--- src/rtl/dataload_pkg.sv ---
// Shared types and default geometry for the data-load sequencer.
package dataload_pkg;

    localparam int unsigned DEFAULT_BEATS   = 8;
    localparam int unsigned DEFAULT_IN_ROWS = 16;
    localparam int unsigned DEFAULT_W_ROWS  = 2;

    typedef enum logic [1:0] {
        StIdle,
        StLoad,
        StDone
    } state_e;

    typedef enum logic {
        LD_WEIGHT = 1'b0,
        LD_INPUT  = 1'b1
    } load_type_e;

endpackage

--- src/rtl/dl_counter.sv ---
// Modulo counter with synchronous clear, parallel load and a same-cycle wrap flag.
module dl_counter #(
    parameter int unsigned WIDTH  = 3,
    parameter int unsigned MODULO = 8
) (
    input  logic             clk,
    input  logic             rst_n,
    input  logic             clr,
    input  logic             load,
    input  logic [WIDTH-1:0] load_val,
    input  logic             en,
    output logic [WIDTH-1:0] count,
    output logic             wrap
);

    localparam logic [WIDTH-1:0] MAX = WIDTH'(MODULO - 1);

    // Flags the increment that takes the counter from MAX back to 0.
    assign wrap = en & (count == MAX);

    always_ff @(posedge clk or negedge rst_n) begin
        if (!rst_n) begin
            count <= '0;
        end else if (clr) begin
            count <= '0;
        end else if (load) begin
            count <= load_val;
        end else if (en) begin
            count <= wrap ? '0 : count + WIDTH'(1);
        end
    end

endmodule

--- src/rtl/dataload_sequencer.sv ---
// Streams source beats into the weight or input buffer bank and reports load completion.
module dataload_sequencer
    import dataload_pkg::*;
#(
    parameter int unsigned DATA_W  = 32,
    parameter int unsigned BEATS   = DEFAULT_BEATS,
    parameter int unsigned IN_ROWS = DEFAULT_IN_ROWS,
    parameter int unsigned W_ROWS  = DEFAULT_W_ROWS
) (
    input  logic                       clk,
    input  logic                       rst_n,
    input  logic                       start_i,
    input  logic                       load_type_i,
    input  logic                       clear_i,
    input  logic                       src_valid_i,
    input  logic [DATA_W-1:0]          src_data_i,
    output logic                       src_ready_o,
    output logic                       buf_we_o,
    output logic                       buf_sel_o,
    output logic [$clog2(IN_ROWS)-1:0] buf_row_o,
    output logic [$clog2(BEATS)-1:0]   buf_beat_o,
    output logic [DATA_W-1:0]          buf_data_o,
    output logic                       weight_valid_o,
    output logic                       input_valid_o,
    output logic [$clog2(IN_ROWS)-1:0] input_load_num_o,
    output logic                       last_row_o,
    output logic                       busy_o
);

    localparam int unsigned BEAT_W = $clog2(BEATS);
    localparam int unsigned ROW_W  = $clog2(IN_ROWS);
    localparam logic [ROW_W-1:0] LAST_W_ROW = ROW_W'(W_ROWS - 1);

    state_e     state_q;
    load_type_e type_q;
    load_type_e req_type;

    logic             in_load;
    logic             transfer;
    logic             start_acc;
    logic             last_xfer;
    logic [BEAT_W-1:0] beat_q;
    logic [ROW_W-1:0]  row_q;
    logic [ROW_W-1:0]  num_q;
    logic [ROW_W-1:0]  row_start;
    logic              beat_wrap;
    logic              row_wrap_unused;
    logic              num_wrap;

    assign req_type  = load_type_e'(load_type_i);
    assign in_load   = (state_q == StLoad);
    assign transfer  = src_valid_i & in_load;
    assign start_acc = (state_q == StIdle) & start_i & ~clear_i;

    // Weight loads span W_ROWS rows from row 0; an input load is exactly one row.
    assign last_xfer = transfer & beat_wrap & ((type_q == LD_INPUT) | (row_q == LAST_W_ROW));
    assign row_start = (req_type == LD_INPUT) ? num_q : '0;

    assign src_ready_o      = in_load;
    assign buf_we_o         = transfer;
    assign buf_sel_o        = type_q;
    assign buf_row_o        = row_q;
    assign buf_beat_o       = beat_q;
    assign buf_data_o       = src_data_i;
    assign input_load_num_o = num_q;

    dl_counter #(
        .WIDTH  (BEAT_W),
        .MODULO (BEATS)
    ) u_beat_cnt (
        .clk      (clk),
        .rst_n    (rst_n),
        .clr      (clear_i | start_acc),
        .load     (1'b0),
        .load_val ('0),
        .en       (transfer),
        .count    (beat_q),
        .wrap     (beat_wrap)
    );

    dl_counter #(
        .WIDTH  (ROW_W),
        .MODULO (IN_ROWS)
    ) u_row_cnt (
        .clk      (clk),
        .rst_n    (rst_n),
        .clr      (clear_i),
        .load     (start_acc),
        .load_val (row_start),
        .en       (transfer & beat_wrap),
        .count    (row_q),
        .wrap     (row_wrap_unused)
    );

    dl_counter #(
        .WIDTH  (ROW_W),
        .MODULO (IN_ROWS)
    ) u_num_cnt (
        .clk      (clk),
        .rst_n    (rst_n),
        .clr      (clear_i),
        .load     (1'b0),
        .load_val ('0),
        .en       (last_xfer & (type_q == LD_INPUT)),
        .count    (num_q),
        .wrap     (num_wrap)
    );

    always_ff @(posedge clk or negedge rst_n) begin
        if (!rst_n) begin
            state_q        <= StIdle;
            type_q         <= LD_WEIGHT;
            weight_valid_o <= 1'b0;
            input_valid_o  <= 1'b0;
            last_row_o     <= 1'b0;
            busy_o         <= 1'b0;
        end else begin
            weight_valid_o <= 1'b0;
            input_valid_o  <= 1'b0;
            last_row_o     <= 1'b0;
            if (clear_i) begin
                state_q <= StIdle;
                busy_o  <= 1'b0;
            end else begin
                unique case (state_q)
                    StIdle: begin
                        if (start_i) begin
                            state_q <= StLoad;
                            type_q  <= req_type;
                            busy_o  <= 1'b1;
                        end
                    end
                    StLoad: begin
                        if (last_xfer) begin
                            state_q        <= StDone;
                            weight_valid_o <= (type_q == LD_WEIGHT);
                            input_valid_o  <= (type_q == LD_INPUT);
                            last_row_o     <= (type_q == LD_INPUT) & num_wrap;
                        end
                    end
                    StDone: begin
                        state_q <= StIdle;
                        busy_o  <= 1'b0;
                    end
                    default: begin
                        state_q <= StIdle;
                        busy_o  <= 1'b0;
                    end
                endcase
            end
        end
    end

endmodule

--- config.mk ---
export PLATFORM = sky130hd
export DESIGN_NAME = dataload_sequencer
export DESIGN_NICKNAME = d
export VERILOG_FILES = /design/src/rtl/dataload_pkg.sv /design/src/rtl/dl_counter.sv /design/src/rtl/dataload_sequencer.sv
export SDC_FILE = /design/constraint.sdc
export NUM_CORES = 1
export LEC_CHECK = 0
export CORE_MARGIN = 2
export CORE_UTILIZATION = 27
export CTS_CLUSTER_DIAMETER = 120
export DETAILED_ROUTE_END_ITERATION = 10
export HOLD_SLACK_MARGIN = 0.05
export PLACE_DENSITY = 0.66
export SYNTH_ARGS = -nofsm -noshare
export SYNTH_HDL_FRONTEND = slang
export SYNTH_HIERARCHICAL = 1
export SYNTH_SLANG_ARGS = --single-unit
--- constraint.sdc ---
create_clock -name clk -period 1.9 [get_ports clk]
set_clock_uncertainty 0.05 [all_clocks]
set_input_delay 0.475 -clock clk [delete_from_list [all_inputs] [get_ports clk]]
set_output_delay 0.475 -clock clk [all_outputs]
set_load 0.02 [all_outputs]
[Word-level counts from Yosys, hierarchy flattened]
Index checks and enable logic that the tools add are counted.
Storage, ports and cells
  bits in registers: 18
  input bits: 38
  word-level logic and storage cells: 68
Cells by class
  $add $sub $neg: 3
  eq/ne operators: 8
  multiplexer cells: 27
  bitwise logic cells: 14
  reduce and logical (&&, ||, !) cells: 7
Operators by type and width (count)
  2-to-1 mux 4 bit: 8
  2-to-1 mux 1 bit: 11
  bitwise AND 1 bit: 10
  2-to-1 mux 3 bit: 3
  adder 4 x 1 -> 4 bit, second input constant: 2
  equality test 4 bit, second input constant: 2
  2-to-1 mux 2 bit: 3
  equality test 4 x 1 -> 1 bit, second input constant: 1
  case mux 2 bit (2 select lines): 1
  AND reduction 2 bit: 2
  nonzero test 2 bit: 2
  adder 3 x 1 -> 3 bit, second input constant: 1
  equality test 3 bit, second input constant: 1
  != test 3 x 2 -> 1 bit, second input constant: 1
  != test 3 bit, second input constant: 1
  AND reduction 3 bit: 1
  nonzero test 3 bit: 1
  equality test 2 x 1 -> 1 bit, second input constant: 1
  zero test 2 bit: 1
  != test 2 bit, second input constant: 1
  inverter 1 bit: 2
  OR 1 bit: 2
  case mux 1 bit (2 select lines): 1

[Longest topological paths before layout]
Gate-level depths: netlist of run 1.
  depth after elaboration: 11
  depth in mapped cells: 10
  mapped depth without buffers: 9

[Modules after synthesis]
Netlist of run 1, hierarchy kept.
By module, submodules not included
  dataload_sequencer: times used 1, cells each 63, area an instance 591.8 µm², sequential area each 175.2 µm²
  dl_counter (u_num_cnt ...): times used 2, cells each 25, area an instance 256.5 µm², sequential area each 100.1 µm²
  dl_counter (u_beat_cnt): times used 1, cells each 18, area an instance 198.9 µm², sequential area each 75.1 µm²

[Least setup slack after synthesis of run 1]
Ideal clock, no wire load.
  path kind: register -> register
  from: register state_q[1]
  to: register u_num_cnt.count[3]
  arrival time: 2.447 ns
  slack: -0.679 ns
  cell stages (with the launch flop): 10
  buffers on the path: 1
  cells stage by stage: dfrtp_1 -> nor2b_1 -> and2_1 -> and2_1 -> and4b_2 -> nand2_1 -> inv_1 -> buf_2 -> or4b_1 -> a31oi_1
On the way
  longest elaborated chain between the ends: 10
  elaborated cells on any way between the ends: 11
  classes of those cells: 1 x eq/ne; 3 x mux; 6 x bitwise; 1 x reduce/logical
Ends and longest elaborated chain
  start, declared: line dataload_sequencer.sv:34  | state_e state_q;
  start signal, assigned: line dataload_sequencer.sv:111  | state_q <= StIdle;
  start signal, assigned: line dataload_sequencer.sv:122  | state_q <= StIdle;
  start signal, assigned: line dataload_sequencer.sv:128  | state_q <= StLoad;
  equality test 2 x 1 -> 1 bit (*): line dataload_sequencer.sv:51  | assign in_load = (state_q == StLoad);
  net src_ready_o: line dataload_sequencer.sv:17  | output logic src_ready_o,
  bitwise AND 1 bit (*): line dataload_sequencer.sv:52  | assign transfer = src_valid_i & in_load;
  net buf_we_o: line dataload_sequencer.sv:18  | output logic buf_we_o,
  bitwise AND 1 bit (*): line dl_counter.sv:19  | assign wrap = en & (count == MAX);
  net beat_wrap: line dataload_sequencer.sv:46  | logic beat_wrap;
  bitwise AND 1 bit (*) (2 in series): line dataload_sequencer.sv:56  | assign last_xfer = transfer & beat_wrap & ((type_q == LD_INPUT) | (row_q == LAST_W_ROW));
  bitwise AND 1 bit (*): line dataload_sequencer.sv:104  | .en (last_xfer & (type_q == LD_INPUT)),
  bitwise AND 1 bit: line dl_counter.sv:19
  2-to-1 mux 4 bit: line dl_counter.sv:29  | count <= wrap ? '0 : count + WIDTH'(1);
  2-to-1 mux 4 bit: line dl_counter.sv:28  | end else if (en) begin
  2-to-1 mux 4 bit: line dl_counter.sv:24  | end else if (clr) begin
  end signal, assigned: line dl_counter.sv:27  | count <= load_val;
  end signal, assigned: line dl_counter.sv:29
  end, declared: line dl_counter.sv:12  | output logic [WIDTH-1:0] count,
Mark *: on every way through the listed nets, which the timed path passes. The rest lies on a longest branch. The select of a mux whose other input is x is not followed.
A chain may end at the register's enable or synchronous reset.

[Final worst setup path of run 1]
  from: register state_q[1]
  to: register u_num_cnt.count[3]
On the way
  longest elaborated chain between the ends: 10
  elaborated cells on any way between the ends: 11
  classes of those cells: 1 x eq/ne; 3 x mux; 6 x bitwise; 1 x reduce/logical
Ends and longest elaborated chain (line)
  equality test 2 x 1 -> 1 bit (*): dataload_sequencer.sv:51
  bitwise AND 1 bit (*): dataload_sequencer.sv:52
  bitwise AND 1 bit (*): dl_counter.sv:19
  net beat_wrap: dataload_sequencer.sv:46
  bitwise AND 1 bit (*) (2 in series): dataload_sequencer.sv:56
  bitwise AND 1 bit (*): dataload_sequencer.sv:104
  bitwise AND 1 bit: dl_counter.sv:19
  2-to-1 mux 4 bit: dl_counter.sv:29
  2-to-1 mux 4 bit: dl_counter.sv:28
  2-to-1 mux 4 bit: dl_counter.sv:24
Marked as above.

==> metrics, run 1 <==
Worst Setup End Kind=flop; area taken by multi-input logic gates=roughly 730 µm²; overall die height=~73 µm; Min Hold Slack=between 0.4 and 0.5 ns; count of endpoints failing hold in the final timing report=0; antenna violations before repair=0; slowest CP cell=or4b_4; final weighted congestion in routability-driven placement=approximately 0.79; standby leakage power=~0.86 nW; detailed placer's ending HPWL=roughly 2000 µm; post-route total power=972.7 µW; run status=finished with violations; fin area=between 0.0015 and 0.002 mm²; kind of critical path=reg2reg; final-report setup violation count=5; Max Transition Viols Final=0; pin count of the biggest net entering global routing=19; vias after detailed routing=965; Syn Inst Count=around 130; Ports=88; number of nets in the finished design=slightly above 200; deepest clock path buffer count=2; Cell Area, Synth=between 0.001 and 0.0015 mm²; cell count after placement=around 210; horizontal die dimension=73.49 µm; number of maximum-capacitance violations=0; register bit count reported by yosys=18; area of the core=0.004692 mm²; Post-Layout Cell Count=217; die area=roughly 0.0054 mm²; Syn. warnings=6; worst reg-to-reg setup slack=-0.09 ns; Clock transition at path regs=roughly 0.070 ns; hold buffers post-CTS=0; final standard cell utilization of the core=0.3733; Data arrival, critical path=2.12 ns; number of cell instances on the worst register-to-register path=8; starting density of the core=0.2779; data required time of the worst path=~2 ns; post-synthesis mux area share=0.04702; arithmetic-cell share of the synthesized area counting full adders, half adders and majority gates=0.03839; Iter 0 DRT Violations=52; worst-case hold path end point=busy_o$_DFFE_PN0P_; number of buffers inserted by port buffering=23; most instantiated flip-flop cell in the synthesis netlist=dfrtp_1; Reg2Reg Capture Point=u_num_cnt/count[3]$_DFFE_PN0P_; CTS tree=done; post-placement setup slack=-0.4636 ns; number of enable-type register cells in the synthesized netlist=0; fraction of final layout cells with drive strength greater than 1=0.3436; wire length of the first global-routing pass=between 4000 and 5000 µm; most used cells in the layout excluding fill and tap cells=buf_4, dfrtp_1, conb_1; post-layout minimum cycle time=~2 ns; synthesized-area fraction occupied by and/or/nand/nor cells=0.2342; Synth cell types=38; CP Max Fanout=6; final period utilization=1.049; mean number of vias per cell=about 4.4; vias in the first global route=979; min-delay src=busy_o$_DFFE_PN0P_; maximum clock rate=~500 MHz; remaining global-route overflow=0; Core Rows=25; leading cell type in the layout, fill and taps excluded=buf_4; CTS H-tree depth=1; setup slack after layout=-0.09241 ns; RR Startpoint=state_q[1]$_DFFE_PN0P_; critical path startpoint category=flop; clock tree sinks=18; largest family of logic cells by synthesized area=simple AND/OR/NAND/NOR gates; latest clock arrival within the worst-skew pair=0.26 ns; drt drc=0; mean area per synthesized cell=9.952 µm²; remaining number of nets flagged by the antenna check after routing=0; Worst Path Buf+Inv=1; area after detailed placement=0.001568 mm²; post-synthesis compound-gate area fraction=0.1152; number of antenna cells inserted=0; CTS Root Cell=clkbuf_8; average wire length per cell after detail routing=approximately 13 µm; Pwr per Cell Area=~560 mW/mm²; drt total wl=around 2900 µm; number of inserted filler cells in the final layout=between 400 and 500; worst-case vdd ir drop=around 0.27 mV; overall fraction of global-route tracks in use=0.1083; Critical Path, Cell by Cell=nor2b_4 > and2_4 > and2_1 > and4b_2 > nand2_2 > inv_4 > or4b_4 > a31oi_1; delay of the slowest cell on the worst path=around 0.45 ns; fraction of the yosys area taken by sequential cells=0.3455; register area=~450 µm²; CTS Buf Count=3; Area growth syn-to-layout=34.36%; gate family responsible for the most delay along the worst path=simple AND/OR/NAND/NOR gates; Hold WC Path Type=reg2reg; parity-gate share of the synthesized area counting xor and xnor cells=0.01344; Synth async-reset ratio=1.000; setup repair after global routing missed its margin=yes; count of TritonRoute iterations in the first routing pass=4; setup total negative slack=-0.2283 ns; cell count of the worst hold path=1; violations in the final reports=negative setup slack
## flip-flops by register name, summed over array words and instances (netlist names)
register,cells
buf_sel_o,1
busy_o,1
input_valid_o,1
last_row_o,1
state_q,2
u_beat_cnt/count,3
u_num_cnt/count,4
u_row_cnt/count,4
weight_valid_o,1
## final cells by class
type                            count  area share
Multi-Input combinational cell     90      0.4186
Sequential cell                    18      0.2586
Timing Repair Buffer               47      0.2429
Tap cell                           54     0.03857
Clock buffer                        4     0.03143
Inverter                            4     0.01000
## layer usage
metal	vias to the layer above	wire length, µm	track usage
met1	454	1342	0.1439
met4	0	21	0.02626
li1	475	-	-
met3	6	199	0.03567
met2	30	1299	0.1696
met5	-	0	0
## how the worst max path moves through the flow
| stage | start | end | slack (ns) | cells after the start |
|---|---|---|---|---|
| after CTS | state_q[1]$_DFFE_PN0P_ | u_num_cnt/count[3]$_DFFE_PN0P_ | -0.06 | 8 |
| after detailed placement | src_valid_i | u_num_cnt/count[3]$_DFFE_PN0P_ | -0.46 | 8 |
| after floorplan | state_q[1]$_DFFE_PN0P_ | u_num_cnt/count[3]$_DFFE_PN0P_ | -0.24 | 9 |
| after global placement | src_valid_i | u_num_cnt/count[3]$_DFFE_PN0P_ | -0.43 | 8 |
| after global routing | state_q[1]$_DFFE_PN0P_ | u_num_cnt/count[3]$_DFFE_PN0P_ | -0.19 | 8 |
| final | state_q[1]$_DFFE_PN0P_ | u_num_cnt/count[3]$_DFFE_PN0P_ | -0.09 | 8 |
## synthesized netlist by cell type (3+ instances only)
master    number  area [µm²]
inv_1          4       15.01
dfrtp_1       18       450.4
and2_1         6       37.54
ha_1           4       50.05
nand2_1        3       11.26
mux2i_1        5       50.05
buf_4         32       240.2
nor3b_1        3       22.52
a211oi_1       7       52.55
nor2b_1        4       25.02
nor2_1         8       30.03
## worst reg2reg max path, cell delays in order, from the launching register on
cell and delay, ns:
dfrtp_1 0.41, nor2b_4 0.12, and2_4 0.15, and2_1 0.11
and4b_2 0.30, nand2_2 0.10, inv_4 0.08, or4b_4 0.45
a31oi_1 0.14
## logic make-up (layout without fill, tap and decap cells)
group | Yosys count | count (layout)
AO/OA/AOI/OAI | 19 | 19
XOR/XNOR | 2 | 2
adder cells (fa/ha/maj) | 4 | 4
buffers and inverters | 38 | 55
flip-flops | 18 | 18
multiplexers | 6 | 6
other | 1 | 16
AND/OR/NAND/NOR | 43 | 43
## power by group
| part | leakage, nW | internal [mW] | switching [mW] |
|---|---|---|---|
| clock | 0.0288 | 0.184 | 0.139 |
| sequential | 0.237 | 0.405 | 0.0274 |
| combinational | 0.591 | 0.108 | 0.109 |
| total | 0.856 | 0.697 | 0.276 |
## repair_timing
action,in CTS,in global routing
resized for setup,11,20
endpoints found under the setup margin,13,17
setup buffers,4,1
pin swaps,9,9
gates cloned,0,0
Note: power is estimated with default switching activity, not from simulation.
==> run 2, diff against run 1 <==
Settings changed: CELL_PAD_IN_SITES_DETAIL_PLACEMENT set to 0, CELL_PAD_IN_SITES_GLOBAL_PLACEMENT set to 2, CORE_MARGIN 2 to 10, CORE_UTILIZATION 27 to 17, PLACE_DENSITY 0.66 to unset, PLACE_DENSITY_LB_ADDON set to 0.1.
==> metrics, run 2 (synthesis results as in run 1) <==
run status=finished with violations; violations in the final reports=negative setup slack; average wire length per cell after detail routing=13.75 µm (+4.2%); met1 track utilization from global routing=0.07682 (-0.06712); Core Rows=31 (+24%); CTS H-tree depth=1 (unchanged); clock tree sinks=18 (unchanged); post-placement setup slack=-0.4543 ns (+0.009277 ns); fraction of power spent switching nets=0.2862 (+0.002764); wire length of the first global-routing pass=5740 µm (+28%); P_sw=281.6 µW (+2.1%); latest clock arrival within the worst-skew pair=0.26 ns (about the same); CP Max Fanout=6 (unchanged); vias after detailed routing=1005 (+4.1%); die area=0.01157 mm² (+110%); met2 GRT Util=0.08716 (-0.08248); most used cells in the layout excluding fill and tap cells=buf_4, dfrtp_1, conb_1; Iter 0 DRT Violations=19 (-63%); Gate power share=0.235 (+0.012); hold buffers post-CTS=0 (unchanged); overall fraction of global-route tracks in use=0.06203 (-0.04624); setup slack after layout=-0.1194 ns (-0.02703 ns); standby leakage power=0.8346 nW (-2.5%); area of the core=0.007370 mm² (+57%); data required time of the worst path=2.03 ns (about the same); CTS tree=done; setup total negative slack=-0.3450 ns (-0.1167 ns); Max Transition Viols Final=0 (unchanged); deepest clock path buffer count=2 (unchanged); detailed placer's ending HPWL=2890 µm (+48%); remaining number of nets flagged by the antenna check after routing=0 (unchanged); final weighted congestion in routability-driven placement=0.6861 (-13%); number of antenna cells inserted=0 (unchanged); CTS Buf Count=3 (unchanged); Ports=88 (unchanged); overall die height=107.6 µm (+46%); Int Power=702.1 µW (+0.73%); final period utilization=1.063 (+0.01422); drt drc=0 (unchanged); antenna violations before repair=0 (unchanged); number of inserted filler cells in the final layout=804 (+73%); met3 Track Usage GR=0.03473 (-0.0009348); mean number of vias per cell=3.750 (-16%); starting density of the core=0.1769 (-0.1010); CTS Root Cell=clkbuf_8; worst-case vdd ir drop=0.2232 mV (-18%); Clock transition at path regs=0.08 ns (about the same); area after detailed placement=0.001654 mm² (+5.5%); area taken by multi-input logic gates=719.4 µm² (-1.9%); Hold WC Path Type=reg2reg; kind of critical path=reg2reg; number of buffers inserted by port buffering=23 (unchanged); maximum clock rate=495.2 MHz (-1.3%); Largest regs=u_num_cnt/count: 4 flops, u_row_cnt/count: 4 flops, u_beat_cnt/count: 3 flops; remaining global-route overflow=0 (unchanged); number of nets in the finished design=212 (+2.9%); final-report setup violation count=5 (unchanged); Pwr per Cell Area=538.1 mW/mm² (-3.1%); Area growth syn-to-layout=40.21%; critical path startpoint category=flop; drt total wl=3684 µm (+29%); post-layout minimum cycle time=2.019 ns (+0.02703 ns); Min Hold Slack=0.4528 ns (+0.005059 ns); pin count of the biggest net entering global routing=19 (unchanged); final standard cell utilization of the core=0.2480 (-0.1253); number of maximum-capacitance violations=0 (unchanged); fin area=0.001828 mm² (+4.4%); Data arrival, critical path=2.15 ns (+0.03 ns); fraction of final layout cells with drive strength greater than 1=0.3550 (+0.01147); Worst Setup End Kind=flop; horizontal die dimension=107.6 µm (+46%); portion of total power attributed to the clock network=0.332 (about the same); layer with the highest usage after global routing=met2; leading cell type in the layout, fill and taps excluded=buf_4; register area=452.9 µm² (unchanged); count of TritonRoute iterations in the first routing pass=4 (unchanged); sequential fraction of design power=0.434 (-0.010); setup repair after global routing missed its margin=yes; vias in the first global route=1033 (+5.5%); count of endpoints failing hold in the final timing report=0 (unchanged)
[run 2: cell types whose count changed in the layout (fill, tap and decap cells not counted), moves of 2 or more]
cell / before / now
buf_4: 23 / 27
dlymetal6s2s_1: 7 / 3
a211oi_1: 3 / 6
a211oi_2: 4 / 1
dlygate4sd2_1: 5 / 8
buf_6: 1 / 3
[run 2: cell type report]
| class | count | share of cell area |
|---|---|---|
| Multi-Input combinational cell | 90 | 0.3936 |
| Timing Repair Buffer | 53 | 0.2512 |
| Sequential cell | 18 | 0.2478 |
| Tap cell | 99 | 0.06776 |
| Clock buffer | 4 | 0.03012 |
| Inverter | 4 | 0.009582 |
[run 2: critical path, cell delays in order, from the launching register on]
cell and delay (ns):
dfrtp_2 0.43, ha_4 0.17, ha_4 0.15, and2_4 0.12
and4b_2 0.23, buf_4 0.14, buf_6 0.12, and4_4 0.18
nand4bb_1 0.16, a31oi_1 0.18
[run 2: per-layer routing]
| metal | vias up | wire [µm] |
|---|---|---|
| met5 | - | 0 |
| met4 | 0 | 29 |
| met3 | 10 | 445 |
| met2 | 40 | 1608 |
| met1 | 463 | 1601 |
| li1 | 492 | - |
[run 2: timing repair]
action                     4_1_cts  5_1_grt
setup endpoints to repair       13       11
pin swaps                       11       10
gates cloned                     0        0
gates resized for setup         17       13
setup buffers                    2        5
[run 2: worst paths after layout]
check / cells past startpoint / startpoint / slack (ns) / endpoint
worst max-delay path: 9 / u_beat_cnt/count[0]$_DFFE_PN0P_ / -0.12 / u_row_cnt/count[3]$_DFFE_PN0P_
worst min-delay path: 1 / busy_o$_DFFE_PN0P_ / 0.45 / busy_o$_DFFE_PN0P_
worst max register to register: 9 / u_beat_cnt/count[0]$_DFFE_PN0P_ / -0.12 / u_row_cnt/count[3]$_DFFE_PN0P_
worst min register to register: 1 / busy_o$_DFFE_PN0P_ / 0.45 / busy_o$_DFFE_PN0P_
max in group asynchronous: 2 / rst_n / 1.05 / u_beat_cnt/count[0]$_DFFE_PN0P_
min in group asynchronous: 2 / rst_n / 0.52 / busy_o$_DFFE_PN0P_
[run 2: per-stage QoR]
| stage | instances | total power, mW |
|---|---|---|
| after global placement | 257 | 0.6700 |
| after detailed placement | 257 | 0.6681 |
| after CTS | 263 | 1.009 |
| final | 268 | 0.9837 |
| after global routing | 268 | 1.056 |
| after floorplan | 146 | 0.6332 |
[run 2: power by group through the flow]
stage	logic, mW	registers, mW	clock network, mW
2_1_floorplan	0.170	0.464	0
3_3_place_gp	0.238	0.432	0
3_5_place_dp	0.236	0.432	0
4_1_cts	0.232	0.426	0.350
5_1_grt	0.254	0.432	0.370
6_report	0.231	0.427	0.326
==> run 3, diff against run 2 <==
Settings changed: CORE_ASPECT_RATIO set to 1.2, CTS_CLUSTER_SIZE set to 16.
==> metrics, run 3 (synthesis results as in run 1) <==
run status=finished with violations; number of nets in the finished design=209 (-1.4%); deepest clock path buffer count=2 (unchanged); remaining global-route overflow=0 (unchanged); number of cell instances on the worst register-to-register path=11 (+2); setup total negative slack=-0.3186 ns (+0.02634 ns); number of antenna cells inserted=0 (unchanged); slowest CP cell=dfrtp_2; count of endpoints failing hold in the final timing report=0 (unchanged); Post-Layout Cell Count=256 (-4.5%); CTS H-tree depth=1 (unchanged); vias after detailed routing=1020 (+1.5%); CTS tree=done; Clock transition at path regs=0.08 ns (about the same); standby leakage power=0.8180 nW (-2.0%); worst-case vdd ir drop=0.2362 mV (+5.8%); die area=0.01159 mm² (+0.12%); Pwr per Cell Area=541.6 mW/mm² (+0.64%); fin area=0.001818 mm² (-0.55%); clock tree sinks=18 (unchanged); Reg2Reg Capture Point=u_num_cnt/count[3]$_DFFE_PN0P_; overall die height=115.9 µm (+7.8%); critical path startpoint category=flop; horizontal die dimension=99.95 µm (-7.1%); post-layout minimum cycle time=2.027 ns (+0.007665 ns); setup repair after global routing missed its margin=yes; area of the core=0.007360 mm² (-0.14%); count of TritonRoute iterations in the first routing pass=4 (unchanged); CTS Buf Count=3 (unchanged); average wire length per cell after detail routing=13.73 µm (-0.11%); cell count of the worst hold path=1 (unchanged); CP Max Fanout=4 (-2); Data arrival, critical path=2.16 ns (about the same); number of buffers inserted by port buffering=23 (unchanged); most used cells in the layout excluding fill and tap cells=buf_4, dfrtp_1, conb_1; drt drc=0 (unchanged); min-delay src=busy_o$_DFFE_PN0P_; overall fraction of global-route tracks in use=0.06373 (+0.001697); pin count of the biggest net entering global routing=19 (unchanged); latest clock arrival within the worst-skew pair=0.26 ns (about the same); post-route total power=984.6 µW (about the same); worst reg-to-reg setup slack=-0.13 ns (about the same); detailed placer's ending HPWL=2737 µm (-5.3%); kind of critical path=reg2reg; violations in the final reports=negative setup slack; register area=452.9 µm² (unchanged); Worst Setup End Kind=flop; starting density of the core=0.1772 (+0.0002406); remaining number of nets flagged by the antenna check after routing=0 (unchanged); Max Transition Viols Final=0 (unchanged); setup slack after layout=-0.1271 ns (-0.007665 ns); area after detailed placement=0.001648 mm² (-0.38%); Min Hold Slack=0.4618 ns (+0.008928 ns); drt total wl=3515 µm (-4.6%); final period utilization=1.067 (+0.004034); Area growth syn-to-layout=39.44%; leading cell type in the layout, fill and taps excluded=buf_4; Hold WC Path Type=reg2reg; final-report setup violation count=4 (-1); gate family responsible for the most delay along the worst path=simple AND/OR/NAND/NOR gates; Core Rows=34 (+9.7%); mean number of vias per cell=3.984 (+6.3%); CTS Root Cell=clkbuf_8; final weighted congestion in routability-driven placement=0.6787 (-1.1%); vias in the first global route=1149 (+11%); number of maximum-capacitance violations=0 (unchanged); Iter 0 DRT Violations=8 (-11); Worst Path Buf+Inv=3 (+1); fraction of final layout cells with drive strength greater than 1=0.3735 (+0.01846); hold buffers post-CTS=0 (unchanged); cell count after placement=247 (-3.9%); Largest regs=u_num_cnt/count: 4 flops, u_row_cnt/count: 4 flops, u_beat_cnt/count: 3 flops; antenna violations before repair=0 (unchanged); RR Startpoint=u_beat_cnt/count[0]$_DFFE_PN0P_; wire length of the first global-routing pass=5871 µm (+2.3%); worst-case hold path end point=busy_o$_DFFE_PN0P_; number of inserted filler cells in the final layout=813 (+1.1%); maximum clock rate=493.3 MHz (-0.38%); Critical Path, Cell by Cell=ha_4 > ha_4 > and2_4 > and4b_2 > nand2_2 > inv_4 > buf_4 > buf_4 > nor3b_2 > a21oi_2 > a31oi_1; data required time of the worst path=2.03 ns (about the same); delay of the slowest cell on the worst path=0.43 ns (about the same); area taken by multi-input logic gates=744.5 µm² (+3.5%); Ports=88 (unchanged)
[run 3: cell types whose count changed in the layout (fill, tap and decap cells not counted), moves of 2 or more]
cell / change
and4_2: +2
and4_4: -2
buf_4: -2
buf_6: -2
dlymetal6s2s_1: -2
[run 3: worst max path at each step]
stage,to,cells after the start,slack [ns],startpoint
floorplan,u_num_cnt/count[3]$_DFFE_PN0P_,9,-0.24,state_q[1]$_DFFE_PN0P_
global placement,u_num_cnt/count[3]$_DFFE_PN0P_,8,-0.47,src_valid_i
detailed placement,u_num_cnt/count[3]$_DFFE_PN0P_,8,-0.51,src_valid_i
CTS,u_num_cnt/count[3]$_DFFE_PN0P_,8,-0.13,u_beat_cnt/count[1]$_DFFE_PN0P_
global route,u_num_cnt/count[3]$_DFFE_PN0P_,11,-0.20,u_beat_cnt/count[1]$_DFFE_PN0P_
finish,u_num_cnt/count[3]$_DFFE_PN0P_,11,-0.13,u_beat_cnt/count[0]$_DFFE_PN0P_
[run 3: metal layers]
layer	vias up	part of all wire	global-route usage
met4	0	0.0054	0.02679
met5	-	0	0
met3	6	0.066	0.02204
li1	487	-	-
met2	37	0.48	0.1041
met1	490	0.45	0.07419
[run 3: layout make-up]
class                   instances  share of cell area
inverters                       4            0.009635
multi-input cells              90              0.4095
flip-flops and latches         18              0.2491
repair buffers                 50              0.2395
well taps                      90             0.06194
clock buffers                   4             0.03028
[run 3: repair_timing]
action	CTS	global route
setup endpoints to repair	16	11
buffers inserted	3	2
gates resized for setup	20	13
pin swaps	11	6
[run 3: power breakdown]
group | switching, mW | internal, mW | leakage (nW) | total, mW
clock | 0.145 | 0.184 | 0.0288 | 0.330
sequential | 0.0290 | 0.405 | 0.237 | 0.434
combinational | 0.112 | 0.109 | 0.553 | 0.221
total | 0.287 | 0.698 | 0.818 | 0.985
[run 3: per-stage QoR]
step	util	setup WS, ns
floorplan	-	-0.2406
global placement	0.2239	-0.4698
detailed placement	0.2239	-0.5131
CTS	0.2397	-0.1285
global route	0.2470	-0.1956
finish	0.2470	-0.1271
